[src/rtl/road_pkg.sv]
// Shared road constants and sequencer state type for the scheduler,
// edge store and collision checker.
package road_pkg;
  localparam int DELTA_W = 8;

  localparam logic [9:0] XCENTER   = 10'd464;
  localparam logic [9:0] HALF_ROAD = 10'd35;
  localparam logic [9:0] X_MIN     = 10'd184;
  localparam logic [9:0] X_MAX     = 10'd743;

  localparam logic [3:0]  SCRIPT_LEN  = 4'd9;
  localparam logic [15:0] LEVEL_ROWS  = 16'd114;
  localparam logic [3:0]  MAX_LEVEL   = 4'd8;
  localparam logic [DELTA_W-1:0] LEVEL_GAIN = 8'd8;
  localparam logic [8:0]  CRASH_LINES = 9'd480;

  typedef enum logic [2:0] {
    ST_IDLE,
    ST_FETCH,
    ST_LOAD,
    ST_RUN,
    ST_CRASH
  } state_e;
endpackage

[src/rtl/road_delta_scale.sv]
// Sign-aware difficulty scaling: pushes a non-zero bend slope away from
// zero by level*LEVEL_GAIN, leaving a straight entry straight.
module road_delta_scale
  import road_pkg::*;
(
  input  logic [4:0]                script_delta,
  input  logic [3:0]                level,
  output logic signed [DELTA_W-1:0] delta_s
);
  logic signed [DELTA_W-1:0] base;
  logic signed [DELTA_W-1:0] gain;

  always_comb begin
    base = {{(DELTA_W-5){script_delta[4]}}, script_delta};
    gain = {{(DELTA_W-4){1'b0}}, level} * LEVEL_GAIN;
    if (script_delta == 5'd0)
      delta_s = '0;
    else if (script_delta[4])
      delta_s = base - gain;
    else
      delta_s = base + gain;
  end
endmodule

[src/rtl/road_scheduler.sv]
// Scan-line road sequencer: fetches bend entries from the script ROM,
// integrates the road centre and runs the idle/play/pause/crash flow.
module road_scheduler
  import road_pkg::*;
(
  input  logic        clk,
  input  logic        rst_n,
  input  logic        line_tick,
  input  logic        run,
  input  logic        crash,
  output logic [3:0]  script_addr,
  input  logic [4:0]  script_delta,
  input  logic [8:0]  script_rows,
  output logic        edge_valid,
  output logic [9:0]  left_edge,
  output logic [9:0]  right_edge,
  output logic [3:0]  level,
  output logic [15:0] distance,
  output logic        crashing,
  output logic [2:0]  state_dbg
);
  localparam logic signed [10:0] MAX_S = {1'b0, X_MAX};
  localparam logic signed [10:0] MIN_S = {1'b0, X_MIN};

  state_e                    state;
  logic [9:0]                centre;
  logic signed [DELTA_W-1:0] delta_s;
  logic signed [DELTA_W-1:0] delta_new;
  logic [8:0]                rows_left;
  logic                      tick_pend;
  logic [8:0]                crash_cnt;
  logic signed [10:0]        centre_sum;

  road_delta_scale u_scale (
    .script_delta (script_delta),
    .level        (level),
    .delta_s      (delta_new)
  );

  assign centre_sum = $signed({1'b0, centre}) + {{(11-DELTA_W){delta_s[DELTA_W-1]}}, delta_s};
  assign left_edge  = centre - HALF_ROAD;
  assign right_edge = centre + HALF_ROAD;
  assign state_dbg  = state;

  // edge_valid is a one-cycle strobe with no back-pressure: left/right_edge
  // hold the new row-0 pair in the same cycle and the consumer must take it.
  always_ff @(posedge clk or negedge rst_n) begin
    if (!rst_n) begin
      state       <= ST_IDLE;
      centre      <= XCENTER;
      delta_s     <= '0;
      rows_left   <= '0;
      tick_pend   <= 1'b0;
      crash_cnt   <= '0;
      edge_valid  <= 1'b0;
      level       <= 4'd1;
      distance    <= '0;
      script_addr <= '0;
      crashing    <= 1'b0;
    end else begin
      edge_valid <= 1'b0;
      if (crash) begin
        // Crash wins over a same-cycle tick; that line is dropped.
        state     <= ST_CRASH;
        crashing  <= 1'b1;
        centre    <= XCENTER;
        crash_cnt <= CRASH_LINES;
        tick_pend <= 1'b0;
      end else begin
        case (state)
          ST_IDLE: begin
            if (line_tick) edge_valid <= 1'b1;
            if (run) state <= ST_FETCH;
          end
          ST_FETCH: begin
            if (run) begin
              if (line_tick) tick_pend <= 1'b1;
              state <= ST_LOAD;
            end
          end
          ST_LOAD: begin
            if (run) begin
              if (line_tick) tick_pend <= 1'b1;
              delta_s     <= delta_new;
              rows_left   <= (script_rows == 9'd0) ? 9'd1 : script_rows;
              script_addr <= (script_addr == SCRIPT_LEN - 4'd1) ? 4'd0 : script_addr + 4'd1;
              state       <= ST_RUN;
            end
          end
          ST_RUN: begin
            if (run && (line_tick || tick_pend)) begin
              // A tick colliding with a pending one stays pending.
              tick_pend  <= tick_pend && line_tick;
              edge_valid <= 1'b1;
              if (centre_sum > MAX_S) begin
                centre  <= X_MAX;
                delta_s <= -delta_s;
              end else if (centre_sum < MIN_S) begin
                centre  <= X_MIN;
                delta_s <= -delta_s;
              end else begin
                centre <= centre_sum[9:0];
              end
              if (distance == LEVEL_ROWS - 16'd1) begin
                distance <= '0;
                if (level != MAX_LEVEL) level <= level + 4'd1;
              end else begin
                distance <= distance + 16'd1;
              end
              rows_left <= rows_left - 9'd1;
              if (rows_left == 9'd1) state <= ST_FETCH;
            end
          end
          ST_CRASH: begin
            if (line_tick) begin
              edge_valid <= 1'b1;
              if (crash_cnt == 9'd1) begin
                state       <= ST_IDLE;
                crashing    <= 1'b0;
                crash_cnt   <= '0;
                level       <= 4'd1;
                distance    <= '0;
                script_addr <= '0;
                delta_s     <= '0;
                rows_left   <= '0;
              end else begin
                crash_cnt <= crash_cnt - 9'd1;
              end
            end
          end
          default: state <= ST_IDLE;
        endcase
      end
    end
  end
endmodule

[config.mk]
export PLATFORM = sky130hd
export DESIGN_NAME = road_scheduler
export DESIGN_NICKNAME = d
export VERILOG_FILES = /design/src/rtl/road_pkg.sv /design/src/rtl/road_delta_scale.sv /design/src/rtl/road_scheduler.sv
export SDC_FILE = /design/constraint.sdc
export NUM_CORES = 1
export LEC_CHECK = 0
export ABC_AREA = 1
export CAP_MARGIN = 25
export CELL_PAD_IN_SITES_DETAIL_PLACEMENT = 1
export CELL_PAD_IN_SITES_GLOBAL_PLACEMENT = 1
export CORE_MARGIN = 2
export CORE_UTILIZATION = 40
export CTS_CLUSTER_SIZE = 8
export DETAILED_ROUTE_END_ITERATION = 8
export PLACE_DENSITY = 0.83
export RECOVER_POWER = 25
export REMOVE_ABC_BUFFERS = 1
export SYNTH_ARGS = -nofsm -noshare
export SYNTH_HDL_FRONTEND = slang
export SYNTH_SLANG_ARGS = --single-unit
export TNS_END_PERCENT = 20
[constraint.sdc]
create_clock -name clk -period 2.7 [get_ports clk]
set_input_delay 0.54 -clock clk [delete_from_list [all_inputs] [get_ports clk]]
set_output_delay 0.54 -clock clk [all_outputs]
set_load 0.02 [all_outputs]
# Yosys cells after proc, flatten, opt, wreduce, memory -nomap -nowiden
# Index checks and enable logic that the tools add are counted.
word_totals:
  memories: 0
  ramBits: 0
  latch_bits: 0
  rom_bits: 0
  word_cells: 139
  register_bits: 66
op_classes:
  n_reduce_logical: 27
  order_cmp: 2
  n_shift: 0
  muxes: 62
  bitwise: 1
  mul: 0
  add_sub_neg: 11
  n_div: 0
  eq_ne: 25
op_table:
  columns: ["op", "n"]
  rows:
  - ["two-way mux 9 bit", 9]
  - ["two-way mux 16 bit", 4]
  - ["two-way mux 8 bit", 8]
  - ["two-way mux 10 bit", 5]
  - ["two-way mux 4 bit", 9]
  - ["case mux 16 bit (2 select lines)", 1]
  - ["case mux 9 bit (3 select lines)", 1]
  - ["two-way mux 3 bit", 8]
  - ["!= test 3 bit, second input constant", 8]
  - ["case mux 8 bit (3 select lines)", 1]
  - ["AND reduction 7 bit", 3]
  - ["== test 9 x 1 -> 1 bit, second input constant", 2]
  - ["subtractor 9 x 1 -> 9 bit, second input constant", 2]
  - ["adder 16 x 1 -> 16 bit, second input constant", 1]
  - ["== test 16 x 7 -> 1 bit, second input constant", 1]
  - ["case mux 4 bit (2 select lines)", 2]
  - ["case mux 3 bit (5 select lines)", 1]
  - ["nonzero test 2 bit", 7]
  - ["!= test 2 bit, second input constant", 6]
  - ["adder 10 x 11 -> 11 bit", 1]
  - ["greater-than comparator 11 bit, second input constant", 1]
  - ["< comparator 11 x 9 -> 1 bit, second input constant", 1]
  - ["two-way mux 1 bit", 11]
  - ["adder 10 x 6 -> 10 bit, second input constant", 1]
  - ["other kinds (25)", 34]

# Logic depth before layout (Yosys ltp)
# Gate-level depths: netlist of the first run.
logic_depth:
  depth_word: 7
  mapped_depth: 18

# Modules after synthesis
# Synthesis of the first run repeated with hierarchy kept, for this count alone.
hier_totals:
  cells_unflattened: 739
  area_unflattened_um2: 5181.2
by_module_without_submodules:
  columns: ["module", "instances", "cells_each", "area_each_um2"]
  rows:
  - ["road_scheduler", 1, 683, 4911.0]
  - ["road_delta_scale", 1, 56, 270.3]

# Worst setup path before layout of the first run
# Ideal clock, no wire load.
synth_timing:
  kind: "flip-flop to flip-flop"
  startpoint: "register centre[0]"
  endpoint: "register delta_s[7]"
  setup_ns: 0.117
  period_less_slack_ns: 2.218
  setup_slack_ns: 0.482
  arrival_ns: 2.101
  stages_incl_launch_ff: 18
  cell_sequence: "dfrtp_1 ha_1 inv_1 fa_1 inv_1 nand2_1 nand2_1 nand3_1 nand2_1 nand2_1 nand2_1 nand2_2 o21ai_4 nand2_4 nand3_4 nand2_4 nand2_1 nand2_1"
synth_via:
  elab_chain_cells: 5
  elab_cells_between_ends: 8
synth_lines:
  columns: ["element", "line", "text"]
  rows:
  - ["start, declared", "road_scheduler.sv:26", "logic [9:0] centre;"]
  - ["start signal, assigned", "road_scheduler.sv:102", "centre <= centre_sum[9:0];"]
  - ["adder 10 x 11 -> 11 bit (*)", "road_scheduler.sv:40", "assign centre_sum = $signed({1'b0, centre}) + {{(11-DELTA_W){delta_s[DELTA_W-1]}}, delta_s};"]
  - ["greater-than comparator 11 bit", "road_scheduler.sv:95", "if (centre_sum > MAX_S) begin"]
  - ["two-way mux 8 bit", "road_scheduler.sv:95", null]
  - ["two-way mux 8 bit", "road_scheduler.sv:91", "if (run && (line_tick || tick_pend)) begin"]
  - ["case mux 8 bit (3 select lines)", "road_scheduler.sv:70", "case (state)"]
  - ["end signal, assigned", "road_scheduler.sv:84", "delta_s <= delta_new;"]
  - ["end signal, assigned", "road_scheduler.sv:97", "delta_s <= -delta_s;"]
  - ["end signal, assigned", "road_scheduler.sv:100", "delta_s <= -delta_s;"]
  - ["end, declared", "road_scheduler.sv:27", "logic signed [DELTA_W-1:0] delta_s;"]
# Mark *: on every way between the ends. The rest lies on a longest branch, timed or not. The select of a mux whose other input is x is not followed.
# A chain may end at the register's enable or synchronous reset.

# Worst setup path in the final report of the first run
layout_timing:
  startpoint: "register centre[0]"
  endpoint: "output right_edge[5]"
layout_via:
  elab_chain_cells: 1
layout_lines:
  columns: ["element", "line", "text"]
  rows:
  - ["adder 10 x 6 -> 10 bit", "road_scheduler.sv:42", "assign right_edge = centre + HALF_ROAD;"]
  - ["end, declared", "road_scheduler.sv:16", "output logic [9:0] right_edge,"]
# No other way between the ends.

==> results of run 1 <==
[state kept, by name, indices dropped and copies added (netlist names)]
signal / flops
crash_cnt: 9
crashing: 1
edge_valid: 1
state_dbg: 3
tick_pend: 1
distance: 16
centre: 10
delta_s: 8
rows_left: 9
script_addr: 4
level: 4
[cell type report]
type / instances / area (sq um)
Fill cell: 1578 / 5950
Tap cell: 168 / 210
Inverter: 114 / 428
Clock buffer: 13 / 270
Multi-Input combinational cell: 514 / 2900
Timing Repair Buffer: 78 / 737
Clock inverter: 2 / 12.5
Sequential cell: 66 / 1660
[stage by stage]
stage / power (mW) / area, sq um / hold WS [ns] / cells
3_5_place_dp: 2.94 / 5930 / 0.493 / 939
2_1_floorplan: 2.39 / 4970 / 0.244 / 694
6_report: 4.08 / 6220 / 0.503 / 955
4_1_cts: 4.10 / 6220 / 0.223 / 954
3_3_place_gp: 2.86 / 5930 / 0.470 / 939
5_1_grt: 4.36 / 6220 / 0.520 / 955
[cells in the mapped netlist, types with 6 or more instances]
| cell type | n |
|---|---|
| sky130_fd_sc_hd__nand2_1 | 156 |
| sky130_fd_sc_hd__inv_1 | 99 |
| sky130_fd_sc_hd__dfrtp_1 | 61 |
| sky130_fd_sc_hd__nor2_1 | 59 |
| sky130_fd_sc_hd__nand3_1 | 52 |
| sky130_fd_sc_hd__o21ai_0 | 47 |
| sky130_fd_sc_hd__a21oi_1 | 33 |
| sky130_fd_sc_hd__ha_1 | 25 |
| sky130_fd_sc_hd__xor2_1 | 20 |
| sky130_fd_sc_hd__nor3_1 | 16 |
| sky130_fd_sc_hd__inv_2 | 12 |
| sky130_fd_sc_hd__nand4_1 | 11 |
| sky130_fd_sc_hd__a31oi_1 | 9 |
| sky130_fd_sc_hd__nand2_2 | 9 |
| sky130_fd_sc_hd__o22ai_1 | 9 |
| sky130_fd_sc_hd__nor2_2 | 8 |
| sky130_fd_sc_hd__nor2_4 | 6 |
[logic make-up after synthesis]
| kind of cell | after synthesis |
|---|---|
| XOR/XNOR | 25 |
| AO/OA/AOI/OAI | 128 |
| flip-flops | 66 |
| buffers and inverters | 123 |
| AND/OR/NAND/NOR | 335 |
| adder cells (fa/ha/maj) | 26 |
[power breakdown]
part / leakage [nW] / internal [mW] / total (mW) / switching (mW)
sequential: 0.811 / 1.19 / 1.41 / 0.220
clock: 0.138 / 0.690 / 1.14 / 0.446
combinational: 2.04 / 0.605 / 1.53 / 0.928
[worst register-to-register path, delay by kind of cell (launching register included)]
kind	cells	cell delay (ns)
buf+inv	2	0.15
compound gates	1	0.20
flops	1	0.41
fa+ha+maj	2	0.60
simple gates	12	1.10
[layer usage]
layer / global-route usage, % / up-vias
li1: - / 2461
met1: 28.7 / 2431
met2: 45.5 / 77
met3: 3.48 / 32
met4: 11.1 / 0
met5: 0 / -
[worst max-delay path by stage]
stage | cells past startpoint | slack (ns) | from | to
2_1_floorplan | 7 | 0.46 | centre[0] | right_edge[8]
3_3_place_gp | 7 | 0.1 | centre[2] | left_edge[9]
3_5_place_dp | 7 | 0.03 | centre[2] | left_edge[9]
4_1_cts | 8 | -0.17 | centre[0] | right_edge[9]
5_1_grt | 7 | -0.09 | centre[0] | right_edge[5]
6_report | 7 | 0.05 | centre[0] | right_edge[5]
[what timing repair did]
item,CTS,global route
buffers inserted,0,1
endpoints found under the setup margin,9,20
gates resized for setup,13,7
endpoints found under the hold margin,0,0
[placed cells by master (no fill, tap or decap), types with 4 or more instances in the layout]
master and n:
sky130_fd_sc_hd__a21oi_1 31, sky130_fd_sc_hd__a21oi_2 4, sky130_fd_sc_hd__a22oi_1 5, sky130_fd_sc_hd__a31oi_1 9, sky130_fd_sc_hd__buf_4 10, sky130_fd_sc_hd__clkbuf_16 9
sky130_fd_sc_hd__clkdlybuf4s50_1 57, sky130_fd_sc_hd__dfrtp_1 60, sky130_fd_sc_hd__dfstp_2 5, sky130_fd_sc_hd__dlygate4sd2_1 4, sky130_fd_sc_hd__ha_1 25, sky130_fd_sc_hd__inv_1 99
sky130_fd_sc_hd__inv_2 12, sky130_fd_sc_hd__nand2_1 155, sky130_fd_sc_hd__nand2_2 10, sky130_fd_sc_hd__nand3_1 52, sky130_fd_sc_hd__nand4_1 11, sky130_fd_sc_hd__nor2_1 59
sky130_fd_sc_hd__nor2_2 8, sky130_fd_sc_hd__nor2_4 6, sky130_fd_sc_hd__nor3_1 15, sky130_fd_sc_hd__o21ai_0 47, sky130_fd_sc_hd__o21ai_1 4, sky130_fd_sc_hd__o22ai_1 9
sky130_fd_sc_hd__xnor2_1 5, sky130_fd_sc_hd__xor2_1 20
==> metrics, run 1 <==
data required time of the critical path=2.16 ns; number of nets with antenna violations after routing=0; final wirelength=roughly 16 mm; share of the yosys chip area belonging to registers=between 30% and 40%; drt pass-1 iters=5; Max rail drop VDD=between 0.4 and 0.5 mV; post-synthesis average cell area=between 7 and 8 sq um; Die Outline Area=about 13000 sq um; placed wire-length estimate=about 12 mm; Distinct cells, synth=53; final setup slack of the worst path=roughly 0.052 ns; largest stage delay on the critical path=about 0.59 ns; Worst Path Max Fanout=5; critical path type=reg -> out; max-slew violation count=67; Power Dens Cells=657 nW/um^2; library cell contributing the largest single delay on the critical path=sky130_fd_sc_hd__clkdlybuf4s50_1; clock edge transition at the registers on the reported setup and hold paths=around 0.05 ns; height of the die=116 um; DP Worst Slack=between 0.03 and 0.04 ns; TritonCTS Buffers=9; number of cells on the worst reg-to-reg path=17; endpoint of the worst-slack reg-to-reg timing path=delta_s[7]; class of the most critical hold timing path=reg -> reg; R2R setup slack=approximately 0.14 ns; starting DRC count in detailed routing=between 150 and 200; CP delay by family, top=buffers and inverters; master cell of the clock root buffer=sky130_fd_sc_hd__clkbuf_16; FF-to-FF Start=centre[0]; Crit path arrival time=about 2.1 ns; TritonCTS sink count=66; share of the synthesized area in compound gates (AO/OA/AOI/OAI)=roughly 15%; share of layout cells above drive strength 1=11.3%; share of synthesized registers carrying an async set or reset=100%; clock tree from TritonCTS=yes; Max Root-Sink Buffers=2; top routing layer used=met4; combinational family with the most area after synthesis=simple AND/OR/NAND/NOR gates; number of global-route vias before repair=5498; average vias per placed instance=around 5.2; critical path, cell by cell=inv_1 -> a21oi_2 -> and3_1 -> nor2_1 -> inv_1 -> nand2_1 -> clkdlybuf4s50_1; maxcap violations=1; met3 wire length=between 300 and 400 um; result of the run=finished with violations; leakage power=approximately 3.0 nW; Congestion Overflow GR=0; number of antenna diodes=0; first-pass GRT wire length=~26 mm; overall routing resource usage=24.8%; combined area of all synthesized cells=a little over 5000 sq um; routed length per placed instance=16.3 um; total core area=about 12000 sq um; number of stages on the worst hold path=1; pin count of the biggest net entering global routing=67; adder-cell share of the synthesized area=roughly 6.6%; area delta synth->final=23.6%; post-synthesis share of cell area spent on xor and xnor gates=about 4.4%; Main synth FF type=sky130_fd_sc_hd__dfrtp_1; Setup crit start kind=flip-flop; CP dominant cell by count=sky130_fd_sc_hd__inv_1; RSZ-0062 raised after global routing=true; fraction of the cycle the final worst path needs=98.1%; maximum clock frequency=roughly 380 MHz; hold-fix buffer count after cts=0; end point of the worst hold path=script_addr[2]; H-tree level count=3; initial core utilization=around two fifths; antenna violations before repair=0; metal1 wirelength=about 6.6 mm; launch instance of the worst min-delay path=script_addr[2]; dominant cell type by area after synthesis=sky130_fd_sc_hd__dfrtp_1; yosys warns=0; relative max-transition margin=-13.5%; quantity of I/O buffers inserted on ports=67; final core utilization=about half; setup TNS=0 ns; number of rows in the core area=40; drc violations=0; number of register bits inferred by synthesis=between 60 and 70; total met2 wirelength after detailed routing=a little over 8 mm; portion of synthesized cell area occupied by the leading cell type=30.4%; number of flops mapped to enable cells by yosys=0; synthesized-area fraction occupied by and/or/nand/nor cells=about 31%; Setup Viol. Count Final=0; Final GP Congestion=around 0.89; multiplexer share of the synthesized area=0%; Final #Nets=between 800 and 900; CP endpoint kind=output port; die width=116 um; io pins=between 60 and 70; clock insertion delay at the later pin of the skew report=~0.35 ns; cell count after synthesis=about 700; cell types with the largest area share after synthesis=sky130_fd_sc_hd__dfrtp_1 30%, sky130_fd_sc_hd__nand2_1 12%, sky130_fd_sc_hd__inv_1 7.4%, sky130_fd_sc_hd__ha_1 6.2%, sky130_fd_sc_hd__nand3_1 5.2%; final critical-path required period=2.65 ns; number of hold-slack violations in the final timing report=0; clk_skew=around 0.0061 ns; number of buffers and inverters on the critical path=3; worst slew pin tran=between 1.5 and 2 ns; routed via count=5001; failing checks=capacitance limit, slew limit
(Power assumes the default switching activity.)
==> inputs of run 2 (changes only) <==
==> constraint.sdc (replaced) <==
create_clock -name clk -period 2.7 [get_ports clk]
set_input_delay 0.27 -clock clk [delete_from_list [all_inputs] [get_ports clk]]
set_output_delay 0.27 -clock clk [all_outputs]
set_load 0.02 [all_outputs]
==> run 2 against run 1 <==
The run still ends with capacitance limit, slew limit left. Setup slack better by 0.075 ns. Cell count fell by 0.10%. Die area unchanged. Via count decreased by 0.72%. Core utilization decreased by 0.082 points. Power shrank 1.2%. Fmax grew 2.9%. Clock power barely moved. Hold slack worse by 0.15 ns. Non-clock buffer count is 2 lower.
==> metrics, run 2 (same netlist as run 1, synthesis figures left out) <==
worst slew pin tran=between 1.5 and 2 ns; clock tree from TritonCTS=yes; number of cells on the worst reg-to-reg path=17; io pins=a little under 70; Final #Nets=between 800 and 900; placed wire-length estimate=11.7 mm; RSZ-0062 raised after global routing=true; Final GP Congestion=~0.87; total placed cells including tap cells=around 940; library cell contributing the largest single delay on the critical path=sky130_fd_sc_hd__clkdlybuf4s50_1; number of rows in the core area=40; setup TNS=0 ns; result of the run=finished with violations; data required time of the critical path=2.43 ns; master cell of the clock root buffer=sky130_fd_sc_hd__clkbuf_16; Setup Viol. Count Final=0; critical path, cell by cell=inv_1 -> a21oi_2 -> and3_1 -> nor2_1 -> inv_1 -> nand3_1 -> xor2_1 -> clkdlybuf4s50_1; critical path type=reg -> out; placement-stage cell area=between 5000 and 6000 sq um; termination of the worst setup path=right_edge[9]; routed length per placed instance=around 15 um; routed via count=between 4000 and 5000; Setup crit start kind=flip-flop; clock insertion delay at the later pin of the skew report=about 0.35 ns; endpoint of the worst-slack reg-to-reg timing path=delta_s[7]; overall routing resource usage=between 20% and 30%; register containing the most flip-flops in the final layout=distance; number of hold-slack violations in the final timing report=0; TritonCTS sink count=between 60 and 70; maximum clock frequency=just under 400 MHz; average vias per placed instance=5.20; antenna violations before repair=0; largest stage delay on the critical path=approximately 0.6 ns; number of global-route vias before repair=around 5200; max-slew violation count=31; highest-utilization routing layer at the global route stage=met2; maxcap violations=1; Crit path arrival time=approximately 2.3 ns; number of flip-flops under the largest register name=16; relative max-transition margin=-13.4%; height of the die=116 um; post-route cell area=6210 sq um; CP endpoint kind=output port; met1 Resource Use GR=around 28%; commonest non-fill, non-tap cell in the layout=sky130_fd_sc_hd__nand2_1; area delta synth->final=23.4%; most used cells in the layout excluding fill and tap cells=155 x sky130_fd_sc_hd__nand2_1, 99 x sky130_fd_sc_hd__inv_1, 64 x sky130_fd_sc_hd__clkdlybuf4s50_1; fraction of the cycle the final worst path needs=roughly 95%; final critical-path required period=~2.6 ns; Congestion Overflow GR=0; biggest registers after layout=distance x16, centre x10; final wirelength=14.8 mm; share of layout cells above drive strength 1=10.6%; starting DRC count in detailed routing=140; R2R setup slack=~0.22 ns; class of the most critical hold timing path=in -> async; met3 demand-to-capacity share in global routing=under 10%; initial core utilization=41.3%; drc violations=0; H-tree level count=3; clk_skew=0.0107 ns; met2 track demand over resource in global routing=43.3%; number of antenna diodes=0; first-pass GRT wire length=24.7 mm; CP dominant cell by count=sky130_fd_sc_hd__inv_1; TritonCTS Buffers=9; failing checks=capacitance limit, slew limit; total core area=12200 sq um; number of standard cells in the final layout excluding fillers=roughly 950; die width=approximately 120 um; Max rail drop VDD=0.419 mV; clock edge transition at the registers on the reported setup and hold paths=~0.060 ns; Die Outline Area=between 10000 and 15000 sq um; number of nets with antenna violations after routing=0; pin count of the biggest net entering global routing=38; FF-to-FF Start=centre[0]; Power Dens Cells=roughly 650 nW/um^2; Max Root-Sink Buffers=2; quantity of I/O buffers inserted on ports=67; leakage power=~2.9 nW; final core utilization=between 50% and 60%; startpoint of the most critical setup path=centre[1]; Worst Path Max Fanout=4; drt pass-1 iters=4
## run 2: cell count changes in the layout (fill, tap and decap cells not counted)
| cell | change |
|---|---|
| sky130_fd_sc_hd__buf_2 | -1 |
| sky130_fd_sc_hd__buf_4 | -2 |
| sky130_fd_sc_hd__clkbuf_1 | +3 |
| sky130_fd_sc_hd__clkbuf_2 | -2 |
| sky130_fd_sc_hd__clkbuf_8 | -1 |
| sky130_fd_sc_hd__clkdlybuf4s15_2 | -1 |
| sky130_fd_sc_hd__clkdlybuf4s50_1 | +7 |
| sky130_fd_sc_hd__dlygate4sd2_1 | -3 |
| sky130_fd_sc_hd__dlymetal6s2s_1 | -1 |
| sky130_fd_sc_hd__ha_1 | -1 |
| sky130_fd_sc_hd__ha_2 | +1 |
## run 2: layer usage
metal	routed length (um)	share of wire, %
met1	6470	44
met2	7760	53
met3	329	2.2
met4	218	1.5
met5	0	0
## run 2: critical path, delay by kind of cell (launching register included)
kind,cells,cell delay [ns]
XOR/XNOR,1,0.14
flip-flops,1,0.44
buffers and inverters,3,0.89
AO/OA/AOI/OAI,1,0.10
AND/OR/NAND/NOR,3,0.39
## run 2: where the power goes
part	internal [mW]	switching, mW
sequential	1.19	0.221
combinational	0.596	0.903
clock	0.671	0.450
## run 2: layout make-up
class | instances | area, sq um
well taps | 168 | 210
clock inverters | 2 | 12.5
fillers | 1580 | 5960
clock buffers | 14 | 264
inverters | 114 | 428
multi-input cells | 514 | 2900
flip-flops and latches | 66 | 1660
repair buffers | 76 | 731
## run 2: worst min path at each step
stage               slack, ns  cells after the start     endpoint
floorplan               -0.03                      0    centre[0]
global placement         0.36                      1  distance[1]
detailed placement       0.38                      1  distance[1]
CTS                      0.01                      1  distance[1]
global route             0.51                      1  distance[0]
finish                   0.36                      1  distance[1]
## run 2: stage by stage
stage | setup WS [ns] | hold WS (ns) | power (mW)
final | 0.127 | 0.356 | 4.03
after global routing | -0.0145 | 0.509 | 4.31
after CTS | 0.0400 | 0.00962 | 4.08
after detailed placement | 0.187 | 0.378 | 2.93
after global placement | 0.279 | 0.360 | 2.85
after floorplan | 0.475 | -0.0256 | 2.39
## run 2: repair_timing
action	in CTS	in global routing
pin swaps	0	1
endpoints found under the setup margin	2	12
endpoints found under the hold margin	0	0
cloned	0	0
gates resized for setup	2	6
hold buffers	0	0
setup buffers	0	0
==> variant 1: new RTL, settings of run 1 <==
Add an input register stage for `line_tick`, `run`, `crash`, `script_delta` and `script_rows`, without a reset; this delays them by one clock.
--- a/src/rtl/road_scheduler.sv
+++ b/src/rtl/road_scheduler.sv
@@ -22,6 +22,20 @@
   localparam logic signed [10:0] MAX_S = {1'b0, X_MAX};
   localparam logic signed [10:0] MIN_S = {1'b0, X_MIN};
 
+  logic line_tick_q;
+  logic run_q;
+  logic crash_q;
+  logic [4:0] script_delta_q;
+  logic [8:0] script_rows_q;
+
+  always_ff @(posedge clk) begin
+    line_tick_q    <= line_tick;
+    run_q          <= run;
+    crash_q        <= crash;
+    script_delta_q <= script_delta;
+    script_rows_q  <= script_rows;
+  end
+
   state_e                    state;
   logic [9:0]                centre;
   logic signed [DELTA_W-1:0] delta_s;
@@ -32,7 +46,7 @@
   logic signed [10:0]        centre_sum;
 
   road_delta_scale u_scale (
-    .script_delta (script_delta),
+    .script_delta (script_delta_q),
     .level        (level),
     .delta_s      (delta_new)
   );
@@ -59,7 +73,7 @@
       crashing    <= 1'b0;
     end else begin
       edge_valid <= 1'b0;
-      if (crash) begin
+      if (crash_q) begin
         // Crash wins over a same-cycle tick; that line is dropped.
         state     <= ST_CRASH;
         crashing  <= 1'b1;
@@ -69,28 +83,28 @@
       end else begin
         case (state)
           ST_IDLE: begin
-            if (line_tick) edge_valid <= 1'b1;
-            if (run) state <= ST_FETCH;
+            if (line_tick_q) edge_valid <= 1'b1;
+            if (run_q) state <= ST_FETCH;
           end
           ST_FETCH: begin
-            if (run) begin
-              if (line_tick) tick_pend <= 1'b1;
+            if (run_q) begin
+              if (line_tick_q) tick_pend <= 1'b1;
               state <= ST_LOAD;
             end
           end
           ST_LOAD: begin
-            if (run) begin
-              if (line_tick) tick_pend <= 1'b1;
+            if (run_q) begin
+              if (line_tick_q) tick_pend <= 1'b1;
               delta_s     <= delta_new;
-              rows_left   <= (script_rows == 9'd0) ? 9'd1 : script_rows;
+              rows_left   <= (script_rows_q == 9'd0) ? 9'd1 : script_rows_q;
               script_addr <= (script_addr == SCRIPT_LEN - 4'd1) ? 4'd0 : script_addr + 4'd1;
               state       <= ST_RUN;
             end
           end
           ST_RUN: begin
-            if (run && (line_tick || tick_pend)) begin
+            if (run_q && (line_tick_q || tick_pend)) begin
               // A tick colliding with a pending one stays pending.
-              tick_pend  <= tick_pend && line_tick;
+              tick_pend  <= tick_pend && line_tick_q;
               edge_valid <= 1'b1;
               if (centre_sum > MAX_S) begin
                 centre  <= X_MAX;
@@ -112,7 +126,7 @@
             end
           end
           ST_CRASH: begin
-            if (line_tick) begin
+            if (line_tick_q) begin
               edge_valid <= 1'b1;
               if (crash_cnt == 9'd1) begin
                 state       <= ST_IDLE;
Check against the original RTL: not equivalent (a bounded check fails within 4 cycles, from zero or initial values and one cycle with rst_n low).
==> variant 1 against run 1 <==
  * The run still ends with capacitance limit, slew limit left
  * Design area up 8.5%
  * Worst setup slack better by 0.056 ns
  * Area after synthesis up 7.9%
  * Critical path depth up 1
  * Clock skew about the same
  * Sequential cell count up 17
  * Total power down 9.2%
  * Synthesized cell count up 5.5%
  * Routed wire length up 1.1%
  * Count of clock-buffer cells in the layout down 1
  * Maximum frequency up 2.2%
  * First-iteration DRC count down 20%
  * Combinational power down 49%
  * Critical path type unchanged
  * Critical endpoint is now right_edge[8]
  * Highest routed layer unchanged
==> variant 1: results <==
export IMPL_ys_top_cells_by_count="176 x nand2_1, 112 x inv_1, 66 x nor2_1, 61 x dfrtp_1, 61 x nand3_1"
export IMPL_comb_multi_input_count=529
export IMPL_grt_pass1_wl_mm=26.3
export IMPL_drv_cap=1
export IMPL_buffer_area_frac=0.106
export IMPL_outcome="finished, violations left"
export IMPL_pre_cts_ws_ns=-0.0173
export IMPL_viasPerCell=5.24
export IMPL_grt_pass1_vias=5463
export IMPL_slowest_delay_ns=0.45
export IMPL_placed_cell_area_um2=6320
export IMPL_drt_first_pass_iters=4
export IMPL_min_from="script_rows_q[5]"
export IMPL_drive_above_1_share=0.0995
export IMPL_final_nets=864
export IMPL_clkCellAreaFrac=0.0555
export IMPL_fin_util=0.509
export IMPL_r2r_start="delta_s[7]"
export IMPL_vdd_drop_max_v=0.000413
export IMPL_syn_avg_cell_area_um2=7.31
export IMPL_slew_violations=67
export IMPL_routabilityCongestion=0.922
export IMPL_multi_input_area_share=0.440
export IMPL_crit_path_top_delay_cell="dfrtp_2"
export IMPL_p_switching_w=0.00112
export IMPL_grt_use_total=0.225
export IMPL_async_reset_ff_frac=0.795
export IMPL_clock_skew_ns=0.00577
export IMPL_design_seq_count=83
export IMPL_die_w_um=120
export IMPL_synth_xor_area_share=0.0371
export IMPL_dpl_hpwl_mm=12.2
export IMPL_drt_iter0_markers=150
export IMPL_signal_buffers=75
export IMPL_r2r_cells=14
export IMPL_instances_no_fill=1000
export IMPL_yosysSeqAreaShare=0.368
export IMPL_fill_cells=1683
export IMPL_num_clock_buffers=12
export IMPL_violations="capacitance limit, slew limit"
-- variant 1: changes by cell type after synthesis, sizes merged, moves of 3 or more --
cell | run 1 | this run
a31oi | 9 | 5
buf | 8 | 4
clkbuf | 1 | 5
dfxtp | 0 | 17
inv | 111 | 120
nand2 | 168 | 184
nand3 | 54 | 61
nand4 | 11 | 16
xor2 | 20 | 17
-- variant 1: critical path, delay by kind of cell (launching register included) --
kind | cells | cell delay [ns]
and+or+nand+nor | 2 | 0.17
AOI/OAI and AO/OA | 1 | 0.19
buffers and inverters | 3 | 0.47
DFF | 1 | 0.45
xor gates and xnor gates | 1 | 0.16
adders and majority gates | 1 | 0.26
-- variant 1: timing repair --
item / CTS / global route
pin swaps: 0 / 1
setup endpoints to repair: 16 / 20
setup buffers: 0 / 1
resized for setup: 14 / 17
-- variant 1: path summary, 6_finish.rpt --
kind / endpoint / slack, ns
hold reg to reg: rows_left[5] / 0.48
max in group asynchronous: centre[0] / 0.84
hold / removal: rows_left[5] / 0.48
setup reg to reg: delta_s[2] / 0.20
setup / recovery: right_edge[8] / 0.11
min in group asynchronous: centre[9] / 0.72
-- variant 1: routing by layer --
layer / up-vias / part of all wire / global-route usage
met3: 28 / 0.027 / 0.0321
met4: 0 / 0.024 / 0.0843
met2: 93 / 0.51 / 0.402
li1: 2569 / - / -
met1: 2545 / 0.44 / 0.273
met5: - / 0 / 0
-- variant 1: power groups by stage --
stage	Combinational, W	Sequential [W]	Clock [W]
after floorplan	0.000518	0.00144	0
after global placement	0.000718	0.00144	0
after detailed placement	0.000753	0.00145	0
after CTS	0.000768	0.00143	0.00150
after global routing	0.000894	0.00144	0.00156
final	0.000784	0.00143	0.00149
==> variant 2: new RTL, settings of run 1 <==
Made on the original files. Change the package constant `DELTA_W` from 8 to 6.
--- a/src/rtl/road_pkg.sv
+++ b/src/rtl/road_pkg.sv
@@ -1,7 +1,7 @@
 // Shared road constants and sequencer state type for the scheduler,
 // edge store and collision checker.
 package road_pkg;
-  localparam int DELTA_W = 8;
+  localparam int DELTA_W = 6;
 
   localparam logic [9:0] XCENTER   = 10'd464;
   localparam logic [9:0] HALF_ROAD = 10'd35;
Behaviour: no difference found for any inputs over 4 cycles, from zero or initial values and one cycle with rst_n low; that may be too few to reach the edited logic, so the function may still have changed.
==> variant 2 against run 1 <==
  * The flow still finishes with violations (capacitance limit, slew limit)
  * Register-to-register slack improved by 0.04 ns
  * Area after synthesis is 2.9% lower
  * Maximum frequency rose by 2.2%
  * Clock skew hardly changed
  * Routed wire length is 0.84% lower
  * Worst setup slack better by 0.056 ns
  * Total power up 22%
  * Combinational power rose by 55%
  * Sequential cell count fell by 2
  * Design area shrank 2.2%
  * Critical endpoint is now left_edge[5]
  * Largest cell class unchanged
  * Largest power group unchanged
  * Highest routed layer unchanged
==> variant 2: results <==
export IMPL_min_from="crashing"
export IMPL_p_seq_w=0.00154
export IMPL_vias=5019
export IMPL_arrival_ns=2.05
export IMPL_hp_class="reg2reg"
export IMPL_path_clk_slew_ns=0.05
export IMPL_drt_first_pass_iters=4
export IMPL_synth_cell_type_count=42
export IMPL_routabilityCongestion=0.916
export IMPL_post_cts_buffers=0
export IMPL_slew_headroom=-0.124
export IMPL_cts_max_level=3
export IMPL_dpl_hpwl_mm=11.9
export IMPL_drt_iter0_markers=226
export IMPL_grt_pass1_vias=5472
export IMPL_port_buffers=67
export IMPL_p_leak_nw=2.98
export IMPL_top_regs="distance x16, centre x10"
export IMPL_drv_cap=1
export IMPL_p_int_w=0.00280
export IMPL_p_switching_w=0.00219
export IMPL_antenna_found_initial=0
export IMPL_r2r_start="centre[0]"
export IMPL_wl_mm=15.4
export IMPL_grt_pass1_wl_mm=25.6
export IMPL_ys_top_cells_by_count="163 x nand2_1, 117 x inv_1, 59 x dfrtp_1, 59 x nor2_1, 58 x nand3_1"
export IMPL_crit_family="buffers and inverters"
export IMPL_crit_path_top_delay_cell="clkdlybuf4s50_1"
export IMPL_outcome="finished, violations left"
export IMPL_numCtsBuffers=9
export IMPL_yosysSeqAreaShare=0.329
export IMPL_grt_use_total=0.245
export IMPL_grt_max_degree=65
export IMPL_pre_cts_ws_ns=0.0684
export IMPL_violations="capacitance limit, slew limit"
export IMPL_synthTopCellsByArea="dfrtp_1 30%, nand2_1 13%, inv_1 9.0%"
export IMPL_clock_skew_ns=0.00650
export IMPL_final_nets=826
export IMPL_path_max_fanout=4
export IMPL_drive_above_1_share=0.0980
export IMPL_slew_violations=65
export IMPL_slowest_delay_ns=0.62
export IMPL_placed_cell_area_um2=5790
export IMPL_pwr_share_clk=0.217
export IMPL_async_reset_ff_frac=1.00
export IMPL_vdd_drop_max_v=0.000595
## variant 2: per-stage QoR
step,hold slack (ns),std cells,utilization
floorplan,0.244,689,-
global placement,0.485,917,0.484
detailed placement,0.499,917,0.484
CTS,0.227,933,0.507
global route,0.566,933,0.508
finish,0.509,933,0.508
## variant 2: per-layer routing
| layer | part of all wire | vias to the layer above | global-route usage |
|---|---|---|---|
| met1 | 0.43 | 2459 | 0.285 |
| li1 | - | 2436 | - |
| met2 | 0.51 | 96 | 0.451 |
| met4 | 0.022 | 0 | 0.0805 |
| met5 | 0 | - | 0 |
| met3 | 0.037 | 28 | 0.0471 |
## variant 2: layout make-up
class                      count  area [um^2]
clock buffer                  16          272
fill                        1539         5880
inverter                     123          462
multi-input combinational    502         2810
sequential                    64         1610
tap                          147          184
timing repair buffer          81          749
## variant 2: worst paths after layout
kind / to / slack [ns] / depth (start not counted)
max in group asynchronous: rows_left[0] / 0.98 / 2
worst min-delay path: crashing / 0.51 / 2
min in group asynchronous: crash_cnt[5] / 0.72 / 2
worst min register to register: crashing / 0.51 / 2
worst max register to register: centre[5] / 0.18 / 18
worst max-delay path: left_edge[5] / 0.11 / 5
## variant 2: cells by family after synthesis
kind of cell / synth area share
xor gates and xnor gates: 0.0502
DFF: 0.329
AOI/OAI and AO/OA: 0.129
and+or+nand+nor: 0.317
buffers and inverters: 0.106
adders and majority gates: 0.0682
## variant 2: repair_timing
action,in CTS,in global routing
hold buffers,0,0
resized for setup,14,18
endpoints found under the setup margin,10,19
## variant 2: tightest hold or removal path: stages, from the launching register on
cell	delay, ns
dfrtp_1	0.34
o21ai_0	0.08
nand2_1	0.06
